### config.mk
export PLATFORM = sky130hd
export DESIGN_NAME = exec_logic_pipe
export DESIGN_NICKNAME = d
export VERILOG_FILES = /design/src/rtl/exec_pkg.sv /design/src/rtl/exec_logic_stage.sv /design/src/rtl/exec_logic_pipe.sv
export SDC_FILE = /design/constraint.sdc
export NUM_CORES = 1
export LEC_CHECK = 0
export BUFFER_PORTS_ARGS = -buffer_cell sky130_fd_sc_hd__buf_2
export CAP_MARGIN = 15
export CORE_ASPECT_RATIO = 0.8
export CORE_UTILIZATION = 33
export CTS_BUF_LIST = sky130_fd_sc_hd__clkbuf_2 sky130_fd_sc_hd__clkbuf_4 sky130_fd_sc_hd__clkbuf_8
export CTS_CLUSTER_DIAMETER = 30
export DETAILED_ROUTE_END_ITERATION = 10
export PLACE_DENSITY = 0.58
export SETUP_SLACK_MARGIN = 0.02
export SLEW_MARGIN = 0
export SYNTH_ARGS = -nofsm -noshare
export SYNTH_HDL_FRONTEND = slang
export SYNTH_SLANG_ARGS = --single-unit
### constraint.sdc
create_clock -name clk_i -period 1.8 [get_ports clk_i]
set_input_delay 0.27 -clock clk_i [delete_from_list [all_inputs] [get_ports clk_i]]
set_output_delay 0.27 -clock clk_i [all_outputs]
set_load 0.01 [all_outputs]
### src/rtl/exec_pkg.sv
// Shared constants for the execute-stage logic unit: default operand width and op codes.
// The issue logic and the decoder both import these.
package exec_pkg;

   localparam int unsigned W_OPR = 32;
   localparam int unsigned W_OP  = 3;

   // Codes 000-011 keep the older 2-bit select ordering.
   typedef enum logic [W_OP-1:0] {
      OP_AND  = 3'b000,
      OP_OR   = 3'b001,
      OP_NOT  = 3'b010,
      OP_XOR  = 3'b011,
      OP_NAND = 3'b100,
      OP_NOR  = 3'b101,
      OP_XNOR = 3'b110,
      OP_ANDN = 3'b111
   } op_e;

endpackage

### src/rtl/exec_logic_stage.sv
// One register stage of the logic pipe: valid bit, opaque payload, load decision and flush.
module exec_logic_stage #(
   parameter int unsigned W_PAY = 38
) (
   input  logic             clk_i,
   input  logic             rst_n_i,
   input  logic             flush_i,
   input  logic             prev_valid_i,
   input  logic [W_PAY-1:0] prev_payload_i,
   input  logic             next_load_i,
   output logic             load_o,
   output logic             valid_o,
   output logic [W_PAY-1:0] payload_o
);

   logic             valid_q;
   logic [W_PAY-1:0] payload_q;

   // Loading while empty lets bubbles collapse under backpressure.
   assign load_o    = !valid_q || next_load_i;
   assign valid_o   = valid_q;
   assign payload_o = payload_q;

   always_ff @(posedge clk_i or negedge rst_n_i) begin
      if (!rst_n_i) begin
         valid_q   <= 1'b0;
         payload_q <= '0;
      end else begin
         if (flush_i) begin
            valid_q <= 1'b0;
         end else if (load_o) begin
            valid_q <= prev_valid_i;
         end
         // Payload only moves with a real item, so a stalled output stays put.
         if (load_o && prev_valid_i) begin
            payload_q <= prev_payload_i;
         end
      end
   end

endmodule

### src/rtl/exec_logic_pipe.sv
// Pipelined bitwise logic unit: decodes one of eight ops, then carries {result, zero, tag}
// through STAGES valid/ready register stages.
module exec_logic_pipe #(
   parameter int unsigned W_OPR  = exec_pkg::W_OPR,
   parameter int unsigned W_TAG  = 5,
   parameter int unsigned STAGES = 2
) (
   input  logic             clk_i,
   input  logic             rst_n_i,
   input  logic             in_valid_i,
   output logic             in_ready_o,
   input  logic [W_OPR-1:0] opr0_i,
   input  logic [W_OPR-1:0] opr1_i,
   input  logic [2:0]       op_i,
   input  logic [W_TAG-1:0] tag_i,
   input  logic             flush_i,
   output logic             out_valid_o,
   input  logic             out_ready_i,
   output logic [W_OPR-1:0] result_o,
   output logic [W_TAG-1:0] tag_o,
   output logic             zero_o
);

   import exec_pkg::*;

   localparam int unsigned W_PAY = W_OPR + 1 + W_TAG;

   logic [W_OPR-1:0] res;
   logic [W_PAY-1:0] in_pay;

   always_comb begin
      res = '0;
      unique case (op_e'(op_i))
         OP_AND:  res = opr0_i & opr1_i;
         OP_OR:   res = opr0_i | opr1_i;
         OP_NOT:  res = ~opr0_i;
         OP_XOR:  res = opr0_i ^ opr1_i;
         OP_NAND: res = ~(opr0_i & opr1_i);
         OP_NOR:  res = ~(opr0_i | opr1_i);
         OP_XNOR: res = ~(opr0_i ^ opr1_i);
         OP_ANDN: res = opr0_i & ~opr1_i;
      endcase
   end

   assign in_pay = {res, (res == '0), tag_i};

   // Ready ripples back combinationally from out_ready_i through each stage's load.
   for (genvar k = 0; k < STAGES; k++) begin : g_stage
      logic             load;
      logic             valid;
      logic             prev_valid;
      logic             next_load;
      logic [W_PAY-1:0] prev_pay;
      logic [W_PAY-1:0] pay;

      if (k == 0) begin : g_first
         assign prev_valid = in_valid_i;
         assign prev_pay   = in_pay;
      end else begin : g_mid
         assign prev_valid = g_stage[k-1].valid;
         assign prev_pay   = g_stage[k-1].pay;
      end

      if (k == STAGES - 1) begin : g_last
         assign next_load = out_ready_i;
      end else begin : g_inner
         assign next_load = g_stage[k+1].load;
      end

      exec_logic_stage #(
         .W_PAY(W_PAY)
      ) u_stage (
         .clk_i         (clk_i),
         .rst_n_i       (rst_n_i),
         .flush_i       (flush_i),
         .prev_valid_i  (prev_valid),
         .prev_payload_i(prev_pay),
         .next_load_i   (next_load),
         .load_o        (load),
         .valid_o       (valid),
         .payload_o     (pay)
      );
   end

   assign in_ready_o  = g_stage[0].load;
   assign out_valid_o = g_stage[STAGES-1].valid;
   assign result_o    = g_stage[STAGES-1].pay[W_PAY-1 -: W_OPR];
   assign zero_o      = g_stage[STAGES-1].pay[W_TAG];
   assign tag_o       = g_stage[STAGES-1].pay[W_TAG-1:0];

endmodule

# After elaboration in Yosys (flattened, before gate mapping)
# Index checks and enable logic that the tools add are counted.
[word_totals]
ff_bits = 78
input_bits = 77
output_inout_bits = 40
elab_cells = 35
[classes]
n_eq_ne = 7
reduce_logical = 10
mux = 5
bitwise_logic = 9
[ops]
columns = ["op", "count"]
rows = [
  ["case mux 32 bit (8 select lines)", 1],
  ["inverter 32 bit", 5],
  ["bitwise AND 32 bit", 2],
  ["zero test 32 bit", 1],
  ["bitwise OR 32 bit", 1],
  ["bitwise XOR 32 bit", 1],
  ["equality test 3 bit (second input constant)", 4],
  ["equality test 3 x 2 -> 1 bit (second input constant)", 2],
  ["2-to-1 mux 1 bit", 4],
  ["nonzero test 2 bit", 2],
  ["equality test 3 x 1 -> 1 bit (second input constant)", 1],
  ["zero test 3 bit", 1],
  ["logical AND 1 bit", 2],
  ["zero test 1 bit", 2],
  ["logical OR 1 bit", 2],
]

# Depth between registers and ports, before layout
# Gate-level depths: netlist of run 1.
[depth]
depth_word = 5
ltp_mapped = 11
ltp_nobuf = 9

# By module
# Synthesis of run 1 repeated with hierarchy kept, for this count alone.
[unflattened]
hier_cells = 736
area_unflattened_um2 = 7016.7
[modules_own_cells]
columns = ["module", "area_each_um2", "instances", "cells_each", "seq_area_each_um2"]
rows = [
  ["exec_logic_pipe", 3923.8, 1, 566, 0.0],
  ["exec_logic_stage", 1546.5, 2, 85, 975.9],
]

# Least setup slack after synthesis of run 1
# OpenSTA, ideal clock, no wires.
[synth_path]
path_kind = "input to register"
startpoint = "input port opr0_i[10]"
endpoint = "register g_stage[0].u_stage.payload_q[5]"
required_ps = 1733
setup_slack_ps = -384
setup_ps = 67
t_arrival_ps = 2117
path_buffers = 0
stages = 9
path_cell_list = "clkinv_1 > ha_1 > inv_1 > mux4_2 > mux2_2 > a2111oi_2 > nand4_1 > and4bb_1 > a32o_1"
[synth_via]
elab_chain_cells = 4
word_cells_on_any_way = 10
cone_classes = "mux: 1; bitwise: 8; reduce/logical: 1"
[synth_rtl]
columns = ["item", "line_no", "rtl"]
rows = [
  ["from (decl)", "exec_logic_pipe.sv:12", "input logic [W_OPR-1:0] opr0_i,"],
  ["bitwise XOR 32 bit, or another cell as far along", "exec_logic_pipe.sv:37, exec_logic_pipe.sv:40", ""],
  ["inverter 32 bit, on equally long branches", "exec_logic_pipe.sv:40, exec_logic_pipe.sv:38, exec_logic_pipe.sv:39", ""],
  ["case mux 32 bit (8 select lines) (*)", "exec_logic_pipe.sv:33", "unique case (op_e'(op_i))"],
  ["zero test 32 bit (*)", "exec_logic_pipe.sv:45", "assign in_pay = {res, (res == '0), tag_i};"],
  ["to (signal assigned)", "exec_logic_stage.sv:36", "payload_q <= prev_payload_i;"],
  ["to (decl)", "exec_logic_stage.sv:17", "logic [W_PAY-1:0] payload_q;"],
]
# Mark *: on every way between the ends. The rest lies on a longest branch, timed or not.
# A chain may end at the register's enable or synchronous reset.

# Worst setup path after layout of run 1
[layout_path]
startpoint = "input port op_i[0]"
endpoint = "register g_stage[0].u_stage.payload_q[5]"
[layout_via]
elab_chain_cells = 3
word_cells_on_any_way = 10
cone_classes = "eq/ne: 7; mux: 1; reduce/logical: 2"
[layout_rtl]
columns = ["item", "line_no", "rtl"]
rows = [
  ["from (decl)", "exec_logic_pipe.sv:14", "input logic [2:0] op_i,"],
  ["equality test 3 bit, or another cell as far along", "exec_logic_pipe.sv:33", ""],
  ["case mux 32 bit (8 select lines) (*)", "exec_logic_pipe.sv:33", ""],
  ["zero test 32 bit (*)", "exec_logic_pipe.sv:45", ""],
]
# Marks and branches as above.

==> results of run 1 <==
-- synth_stat cells (2+ instances only) --
library cell | number | area (µm²)
a2111oi_0 | 2 | 17.52
a211oi_1 | 13 | 97.59
a21oi_1 | 33 | 165.2
a221o_1 | 2 | 20.02
a221oi_1 | 4 | 35.03
a222oi_1 | 2 | 20.02
a22oi_1 | 3 | 22.52
a2bb2oi_1 | 6 | 52.55
a31oi_1 | 3 | 18.77
and2_1 | 3 | 18.77
buf_1 | 7 | 26.28
buf_2 | 19 | 95.09
clkbuf_1 | 15 | 56.30
clkinv_1 | 2 | 7.510
dfrtp_1 | 78 | 1952
ha_1 | 96 | 1201
inv_1 | 85 | 319.1
mux2_2 | 51 | 574.3
mux2i_1 | 13 | 130.1
mux4_2 | 15 | 337.8
nand2_1 | 102 | 382.9
nand2b_1 | 14 | 87.58
nand3_1 | 5 | 25.02
nand4_1 | 3 | 18.77
nor2_1 | 41 | 153.9
nor2b_1 | 10 | 62.56
nor3_1 | 8 | 40.04
nor4_1 | 2 | 12.51
o211ai_1 | 10 | 75.07
o21a_1 | 2 | 15.01
o21ai_0 | 31 | 155.2
o21ai_1 | 15 | 75.07
o21bai_1 | 2 | 15.01
o221a_2 | 3 | 33.78
o221ai_1 | 2 | 17.52
o22ai_1 | 4 | 25.02
o31ai_1 | 3 | 22.52
or2_1 | 2 | 12.51
or3_1 | 2 | 12.51
xnor2_1 | 4 | 35.03
-- cells by family after synthesis --
logic type,Yosys count
AND/OR/NAND/NOR,196
AO/OA/AOI/OAI,151
buffers and inverters,129
adder cells (fa/ha/maj),96
multiplexers,80
flip-flops,78
XOR/XNOR,4
-- path summary, 6_finish.rpt --
check	from	to	slack, ns	cells after the start
hold reg to reg	g_stage[0].u_stage.payload_o[26]	g_stage[0].u_stage.payload_o[26]	0.48	2
hold / removal	flush_i	g_stage[0].u_stage.valid_o	0.08	2
min in group asynchronous	rst_n_i	g_stage[1].u_stage.payload_o[12]	0.45	2
max in group asynchronous	rst_n_i	g_stage[1].u_stage.payload_o[21]	0.75	3
setup / recovery	op_i[0]	g_stage[0].u_stage.payload_o[5]	-0.13	10
setup reg to reg	g_stage[1].u_stage.valid_o	g_stage[0].u_stage.payload_o[5]	0.11	8
-- layer usage --
metal / vias up / wire, µm / part of all wire [%]
li1: 3048 / - / -
met1: 2799 / 8868 / 48
met2: 135 / 8295 / 45
met3: 20 / 970 / 5.3
met4: 2 / 223 / 1.2
met5: - / 13 / 0.071
-- power by group through the flow --
stage | Clock (mW) | Combinational, mW | Sequential (mW)
2_1_floorplan | 0 | 1.01 | 2.35
6_report | 1.31 | 2.18 | 2.24
4_1_cts | 1.35 | 2.16 | 2.25
3_3_place_gp | 0 | 2.07 | 2.27
5_1_grt | 1.42 | 2.42 | 2.29
3_5_place_dp | 0 | 2.10 | 2.28
-- worst reg2reg max path: cells and delay by family, from the launching register on --
kind                   cells  cell delay [ns]
flip-flops                 1             0.35
buffers and inverters      1             0.15
AO/OA/AOI/OAI              2             0.31
AND/OR/NAND/NOR            5             0.78
-- placed cells by master, fill, tap and decap left out, types with 29 or more instances in the layout --
| cell | n |
|---|---|
| a21oi_1 | 32 |
| inv_1 | 77 |
| ha_1 | 89 |
| buf_2 | 105 |
| nor2_1 | 40 |
| dfrtp_1 | 78 |
| mux2_2 | 47 |
| o21ai_0 | 29 |
| buf_4 | 165 |
| nand2_1 | 101 |
-- stage by stage --
| stage | TNS (ns) | hold slack (ns) | utilization [%] | area [µm²] |
|---|---|---|---|---|
| CTS | -0.1463 | 0.05702 | 47.25 | 9097 |
| global route | -0.2213 | 0.07416 | 47.99 | 9241 |
| floorplan | -0.2447 | -0.02559 | - | 6683 |
| finish | -0.1344 | 0.07850 | 48.01 | 9244 |
| global placement | -2.696 | 0.3094 | 45.37 | 8736 |
| detailed placement | -2.782 | 0.3075 | 45.37 | 8736 |
-- cell type report --
cell class                      instances  area, µm²
Fill cell                            1861      10010
Clock buffer                            9      123.9
Inverter                               88      357.8
Timing Repair Buffer                  291       2074
Clock inverter                          7      71.32
Multi-Input combinational cell        527       4339
Tap cell                              258      322.8
Antenna cell                            1      2.502
Sequential cell                        78       1952
-- state kept, by name (all words and copies together), names as in the netlist --
register,count
g_stage.u_stage.valid_o,2
g_stage.u_stage.payload_o,76
-- repair_timing --
action / in CTS / in global routing
setup buffers: 3 / 1
endpoints found under the hold margin: 44 / 0
endpoints found under the setup margin: 1 / 5
pin swaps: 6 / 8
gates cloned: 0 / 1
hold buffers: 1 / 0
resized for setup: 28 / 26
==> metrics, run 1 <==
status=finished, violations left; violations in the final reports=setup timing; Internal=~3.9 mW; Async SR Flop Fraction=100.0%; via/cell ratio=between 4 and 5; critical path class=primary input to flop; Post-Synth XOR/XNOR Area=0.5306%; first drt pass iteration count=5; CP required=approximately 2.1 ns; die height=128.5 µm; vias in the first global route=6095; Final period util=107.5%; Peak VDD IR=approximately 470 µV; adder and majority cell fraction of the synthesized area=a little under a fifth; initial cell density of the core=between 30% and 40%; Clk pin slew, worst setup/hold paths=about 0.080 ns; first-pass GRT wire length=roughly 30000 µm; cells after synthesis=approximately 730; multiplexer share of the synthesized area=between 10% and 20%; CP max FO=12; fraction of layout cells with a size suffix above 1=40.70%; Detail Route Antenna Nets=0; pre-CTS setup slack=-0.6800 ns; placer congestion estimate=between 0.8 and 0.9; Worst-Margin Slew=just under 0.6 ns; sequential share of power=39.1%; IO buf count=between 100 and 150; Finished Layout Cells=approximately 1300; RSZ-0062 raised after global routing=true; CP bufs+invs=4; GR Util met2=between 30% and 40%; Rel. slew slack=61.58%; P_sw=between 1.5 and 2 mW; area growth from synthesis to layout=40.00%; I/O Pins=117; share of the yosys chip area belonging to registers=between 20% and 30%; Routed WL=approximately 18000 µm; Slowest-stage cell, CP=o221a_2; Distinct cells, synth=57; DRC violations left=0; Setup Viol. Count Final=1; Synth Flop Type=dfrtp_1; grt met3 use=~3.5%; Synth Register Bits=just under 80; pin count of the biggest net entering global routing=46; Comb pwr share=38.0%; Max Slew Vio Count=0; power consumption=5.737 mW; drt wl/cell=approximately 15 µm; Synth Area in Simple Gates=a little over an eighth; setup ws final=-0.1344 ns; Clk pwr share=a little under a quarter; sw frac=32.79%; CTS H-Tree Depth=3; Core Box Area=approximately 19000 µm²; initial antenna violation count=2; placed cell count=1236; number of synthesized flops with an enable pin=0; full die area=20580 µm²; CP delay by family, top=simple AND/OR/NAND/NOR gates; Worst path max stage delay=approximately 0.32 ns; min cycle time layout=1.934 ns; synthesized cell area=between 6000 and 7000 µm²; largest family of logic cells by synthesized area=adder cells; Clock Latency Late Sink=approximately 0.35 ns; Hold WC Path Type=primary input to flop; critical path, cell by cell=clkbuf_4, buf_12, buf_4, nor2b_1, buf_4, a22oi_1, o221a_2, nor4_4, and4_4, a32o_1; final hold violations=0; grt peak-use layer=met2; CTS Sinks=78; gr ovfl total=0; M1 GR Usage=around a quarter; Post-Synthesis Mean Instance Area=8.995 µm²; Final Net Count=approximately 1200; Pleak=about 4.7 nW; Crit path top cell by count=buf_4; Vias=around 6000; Worst Setup Start Kind=primary input; clk root buf=clkbuf_8; Peak Freq=just over 500 MHz; CTS tree=done; All-Layer GR Usage=between 10% and 20%; net count after synthesis=around 910; post-DP HPWL=between 10000 and 15000 µm; Power Density=620.6 nW/µm²; critical path capture point type=flop; Max Cap Viol=0; Fin Clk Skew=just over 0.009 ns; row cnt=45; Yosys warning count=0; Inserted Clock Buffers=9; Worst EP arrival=roughly 2.2 ns; drt initial violations=294; Synth Area in Compound Gates=between 10 and 15%; Horiz. Die Dim=between 150 and 200 µm; CTS max path bufs=2
Power figures use the tool's default switching activity.
==> run 2, diff against run 1 <==
Settings changed: PLACE_DENSITY 0.58 to 0.57, SYNTH_HIERARCHICAL from default to 1.
==> metrics, run 2 <==
status=finished, violations left; violations in the final reports=setup timing; first drt pass iteration count=5 (unchanged); clk root buf=clkbuf_8; Async SR Flop Fraction=100.0% (unchanged); Setup Viol. Count Final=1 (unchanged); Distinct cells, synth=60 (+5.3%); drt initial violations=410 (+39%); most frequent cell after synthesis=ha_1; Post-Synthesis Mean Instance Area=9.534 µm² (+6.0%); die height=132.4 µm (+3.0%); Finished Layout Cells=1254 (-0.40%); placed cell count=1217 (-1.5%); Worst-Margin Slew=0.4443 ns (-0.1320 ns); synth top area cells=dfrtp_1 28%, ha_1 17%, mux2_4 8.6%; RR Endpoint=g_stage[0].u_stage/payload_o[35]; Worst path max stage delay=0.36 ns (+0.04 ns); Fin Clk Skew=0.01330 ns (+0.003992 ns); Core Box Area=20760 µm² (+7.8%); Peak VDD IR=635.5 µV (+36%); fraction of layout cells with a size suffix above 1=43.05% (+2.3 points); post-synth top area share=27.82% (-1.7 points); full die area=21850 µm² (+6.2%); final core occ=45.87% (-2.1 points); Power Density=652.1 nW/µm² (+5.1%); Synth Register Bits=78 (unchanged); I/O Pins=117 (unchanged); Max Slew Vio Count=0 (unchanged); max reg flops=76 (unchanged); Vias=6030 (+0.43%); Inserted Clock Buffers=9 (unchanged); Clock Latency Late Sink=0.37 ns (+0.02 ns); number of synthesized flops with an enable pin=0 (unchanged); pin count of the biggest net entering global routing=79 (+72%); DRC violations left=0 (unchanged); row cnt=47 (+4.4%); net count after synthesis=909 (+0.22%); final hold violations=0 (unchanged); share of the yosys chip area belonging to registers=27.82% (-1.7 points); Reg2Reg Setup Slack=0.33 ns (+0.22 ns); worst hold start=flush_i; Peak Freq=536.4 MHz (+3.8%); min cycle time layout=1.864 ns (-0.07003 ns); Detail Route Antenna Nets=0 (unchanged); post-DP HPWL=14290 µm (-2.2%); Final period util=103.6% (-3.9 points); CTS Sinks=78 (unchanged); CTS max path bufs=2 (unchanged); number of fill cells=2009 (+8.0%); Max Cap Viol=0 (unchanged); setup ws final=-0.06436 ns (+0.07003 ns); placer congestion estimate=0.8148 (-0.67%); initial antenna violation count=2 (unchanged); All-Layer GR Usage=17.80% (-0.57 points); via/cell ratio=4.809 (+0.83%); CP required=2.11 ns (about the same); hold_ws=0.07249 ns (-0.006014 ns); Horiz. Die Dim=165.0 µm (+3.1%); leading cell types by count after synthesis=96 x ha_1, 78 x dfrtp_1, 74 x inv_1; Hold Path End=g_stage[1].u_stage/valid_o; Yosys warning count=6 (+6); Clk pin slew, worst setup/hold paths=0.09 ns (about the same); Worst EP arrival=2.18 ns (-0.05 ns); Rel. slew slack=70.38% (+8.8 points); area leader, netlist=dfrtp_1; CTS tree=done; gr ovfl total=0 (unchanged); critical path class=primary input to flop; critical path capture point type=flop; # diodes=0 (-1); Pleak=4.756 nW (+0.39%); most frequent cells in the layout=150 x buf_4, 105 x buf_2, 83 x ha_1, 78 x dfrtp_1, 61 x inv_1; RSZ-0062 raised after global routing=true; R2R depth=5 (-3); Final Net Count=1153 (-1.3%); Worst Setup Start Kind=primary input; area growth from synthesis to layout=35.72%; r2r startpoint=g_stage[1].u_stage/valid_o; critical path, cell by cell=buf_8, inv_6, ha_4, or2b_1, a311o_1, o32a_1, a21oi_1, nand4bb_1, nor4b_2, o211a_1, mux2_4; initial cell density of the core=33.80% (-0.49 points); Routed WL=18860 µm (+2.6%); IO buf count=116 (unchanged); Synth Flop Type=dfrtp_1; Slowest-stage cell, CP=a311o_1; Hold Path Cell Cnt=2 (unchanged); Hold WC Path Type=primary input to flop; commonest non-fill, non-tap cell in the layout=buf_4; drt wl/cell=15.04 µm (+3.0%); cells after synthesis=736 (+0.27%); first-pass GRT wire length=30680 µm (+1.7%); synthesized cell area=7017 µm² (+6.3%); vias in the first global route=5811 (-4.7%); CP max FO=2 (-10); CTS H-Tree Depth=3 (unchanged); power consumption=6.210 mW (+8.3%)
==> run 2: worst max-delay path: cells and delay by family <==
family                     cells  cell delay (ns)
buffers and inverters          2             0.11
AOI/OAI and AO/OA              4             0.84
and+or+nand+nor                3             0.67
adders and majority gates      1             0.14
muxes                          1             0.13
==> run 2: metrics by stage <==
stage          area, µm²  setup TNS [ns]  setup WS (ns)
5_1_grt             9523         -0.1618        -0.1618
3_5_place_dp        8767          -3.419        -0.5881
3_3_place_gp        8767          -3.112        -0.5724
2_1_floorplan       7023         -0.1816        -0.1816
6_report            9523        -0.06436       -0.06436
4_1_cts             9453        -0.01423       -0.01423
==> run 2: metal layers <==
layer,routed length (µm),GRT usage [%],part of all wire [%]
met1,9742,27.14,52
met2,7981,25.96,42
met3,960,3.354,5.1
met4,156,3.007,0.83
met5,14,0,0.074
==> run 2: area by class of cell <==
class	count	area, µm²	area share [%]
Clock buffer	9	123.9	1.301
Clock inverter	7	87.58	0.9197
Inverter	76	292.8	3.075
Multi-Input combinational cell	534	4668	49.02
Sequential cell	78	1952	20.50
Tap cell	269	336.6	3.534
Timing Repair Buffer	281	2062	21.65
==> run 2: logic make-up after synthesis <==
group           count (synthesis)  synth area share [%]
compound gates                195                 17.87
xor+xnor                       16                 1.997
simple gates                  148                 11.34
buf+inv                       124                 9.094
mux                            79                 14.76
fa+ha+maj                      96                 17.12
flops                          78                 27.82
==> run 2: worst max-delay path by stage <==
stage | to | slack, ns | start
2_1_floorplan | g_stage[0].u_stage/payload_o[5] | -0.18 | op_i[0]
6_report | g_stage[0].u_stage/payload_o[5] | -0.06 | opr1_i[9]
4_1_cts | g_stage[0].u_stage/payload_o[5] | -0.01 | opr0_i[13]
3_3_place_gp | g_stage[0].u_stage/payload_o[5] | -0.57 | opr0_i[13]
3_5_place_dp | g_stage[0].u_stage/payload_o[5] | -0.59 | opr0_i[13]
5_1_grt | g_stage[0].u_stage/payload_o[5] | -0.16 | opr1_i[9]
==> run 2: what timing repair did <==
item	in CTS	in global routing
gates cloned	2	0
buffers inserted	15	4
setup endpoints to repair	1	3
pin swaps	39	11
hold buffers	1	0
gates resized for setup	72	13
hold endpoints to repair	78	0
==> run 2: report_power, final <==
group	switching [mW]	internal, mW
logic	1.09	1.35
registers	0.223	2.13
clock network	0.734	0.674
total	2.05	4.16
==> run 3, diff against run 2 <==
Settings changed: CAP_MARGIN 15 to 10, CELL_PAD_IN_SITES_DETAIL_PLACEMENT from default to 1, CELL_PAD_IN_SITES_GLOBAL_PLACEMENT from default to 2, PLACE_DENSITY 0.57 to 0.8.
Clock period 1.8 ns to 1.99 ns, I/O delays scaled along.
==> metrics, run 3 (synthesis results as in run 2) <==
RSZ-0062 raised after global routing=false; row cnt=47 (unchanged); CTS max path bufs=2 (unchanged); drt wl/cell=17.01 µm (+13%); via/cell ratio=4.932 (+2.6%); first drt pass iteration count=5 (unchanged); IO buf count=116 (unchanged); max reg flops=76 (unchanged); Finished Layout Cells=1256 (+0.16%); CTS Sinks=78 (unchanged); vias in the first global route=6432 (+11%); CTS H-Tree Depth=3 (unchanged); area growth from synthesis to layout=34.59%; Clock Latency Late Sink=0.35 ns (-0.02 ns); Rel. slew slack=67.28% (-3.1 points); Inserted Clock Buffers=9 (unchanged); area occupied by multi-input gates=4598 µm² (-1.5%); CP required=2.23 ns (+0.12 ns); Horiz. Die Dim=165.0 µm (unchanged); status=complete, no violations; Internal=4.024 mW (-3.3%); clk root buf=clkbuf_8; final hold violations=0 (unchanged); Hold WC Path Type=primary input to flop; most frequent cells in the layout=151 x buf_4, 110 x buf_2, 88 x ha_1, 78 x dfrtp_1, 66 x inv_1; Setup Viol. Count Final=0 (-1); critical path class=primary input to flop; Slowest-stage cell, CP=a22oi_1; CP delay by family, top=compound AO/OA/AOI/OAI gates; Fin Clk Skew=0.01097 ns (-0.002331 ns); sequential share of power=36.5% (-1.5 points); CP max FO=25 (+23); Worst-Margin Slew=0.4864 ns (+0.04210 ns); CTS tree=done; post-DP HPWL=17080 µm (+19%); Routed WL=21370 µm (+13%); Worst Setup Start Kind=primary input; Max Slew Vio Count=0 (unchanged); critical path capture point type=flop; placed cell count=1226 (+0.74%); sw frac=31.51% (-1.5 points); Clk pin slew, worst setup/hold paths=0.08 ns (about the same); Worst path max stage delay=0.37 ns (about the same); placer congestion estimate=0.8567 (+5.1%); All-Layer GR Usage=19.40% (+1.6 points); first-pass GRT wire length=33650 µm (+9.7%); min cycle time layout=1.911 ns; critical path, cell by cell=buf_12, buf_16, buf_4, nor2_1, a21oi_1, a22oi_1, a221oi_1, o21ai_1, nor3_2, o211a_1, mux2_2; I/O Pins=117 (unchanged); Final period util=slightly below 100%; Power Density=622.1 nW/µm² (-4.6%); Worst EP arrival=2.15 ns (-0.03 ns); commonest non-fill, non-tap cell in the layout=buf_4; Peak VDD IR=647.2 µV (+1.8%); initial cell density of the core=33.80% (unchanged); Core Box Area=20760 µm² (unchanged); die height=132.4 µm (unchanged); Comb pwr share=38.6% (-0.8 points); Final Net Count=1154 (+0.087%); Pleak=4.758 nW (about the same); initial antenna violation count=1 (-1); number of fill cells=2439 (+21%); hold_ws=0.1156 ns (+0.04309 ns); full die area=21850 µm² (unchanged); Peak Freq=523.4 MHz; Max Cap Viol=0 (unchanged); Detail Route Antenna Nets=0 (unchanged); Register Area=1952 µm² (unchanged); gr ovfl total=0 (unchanged); CP bufs+invs=3 (+1); drt initial violations=337 (-18%); pin count of the biggest net entering global routing=40 (-49%); Clk pwr share=24.9% (+2.2 points); fraction of layout cells with a size suffix above 1=41.89% (-1.2 points); DRC violations left=0 (unchanged); P_sw=1.851 mW (-9.7%); Vias=6195 (+2.7%)
-- run 3: path summary, 6_finish.rpt --
path / start / to / slack [ns] / cells past startpoint
max: op_i[0] / g_stage[0].u_stage/payload_o[5] / 0.08 / 11
min: flush_i / g_stage[1].u_stage/valid_o / 0.12 / 2
max reg2reg: g_stage[1].u_stage/valid_o / g_stage[0].u_stage/payload_o[11] / 0.41 / 5
min reg2reg: g_stage[1].u_stage/payload_o[8] / g_stage[1].u_stage/payload_o[8] / 0.50 / 1
max in group asynchronous: rst_n_i / g_stage[1].u_stage/payload_o[11] / 0.97 / 3
min in group asynchronous: rst_n_i / g_stage[0].u_stage/payload_o[2] / 0.40 / 2
-- run 3: layout make-up --
type / count / area share [%]
Multi-Input combinational cell: 535 / 48.69
Timing Repair Buffer: 281 / 21.32
Sequential cell: 78 / 20.67
Tap cell: 269 / 3.564
Inverter: 76 / 3.074
Clock buffer: 11 / 1.537
Clock inverter: 5 / 1.126
Antenna cell: 1 / 0.02650
-- run 3: per-layer routing --
layer	up-vias	share of wire (%)	track usage, %
met5	-	0	0
met4	0	0.86	3.058
met3	13	3.7	2.351
met2	126	44	30.54
met1	2998	51	28.59
li1	3058	-	-
-- run 3: stage by stage --
step	instance area (µm²)	utilization [%]	setup TNS [ns]	total power [mW]	worst slack, ns
after CTS	9102	43.85	0	5.835	0.02735
final	9444	45.49	0	5.875	0.07931
after global routing	9444	45.49	0	6.228	0.005399
after detailed placement	8822	42.50	-1.504	4.350	-0.4516
after global placement	8822	42.50	-1.061	4.256	-0.4085
after floorplan	7023	-	-0.02008	3.344	-0.02008
-- run 3: repair_timing --
| action | 4_1_cts | 5_1_grt |
|---|---|---|
| gates resized for setup | 5 | 51 |
| hold buffers | 1 | 0 |
| endpoints found under the hold margin | 25 | 0 |
| endpoints found under the setup margin | 1 | 1 |
| setup buffers | 0 | 9 |
| gates cloned | 0 | 3 |
| pin swaps | 2 | 21 |
-- run 3: power groups by stage --
| stage | Clock [mW] | Sequential, mW | Combinational (mW) |
|---|---|---|---|
| finish | 1.46 | 2.15 | 2.27 |
| global route | 1.55 | 2.20 | 2.48 |
| CTS | 1.49 | 2.15 | 2.19 |
| detailed placement | 0 | 2.18 | 2.17 |
| global placement | 0 | 2.15 | 2.10 |
| floorplan | 0 | 2.22 | 1.12 |
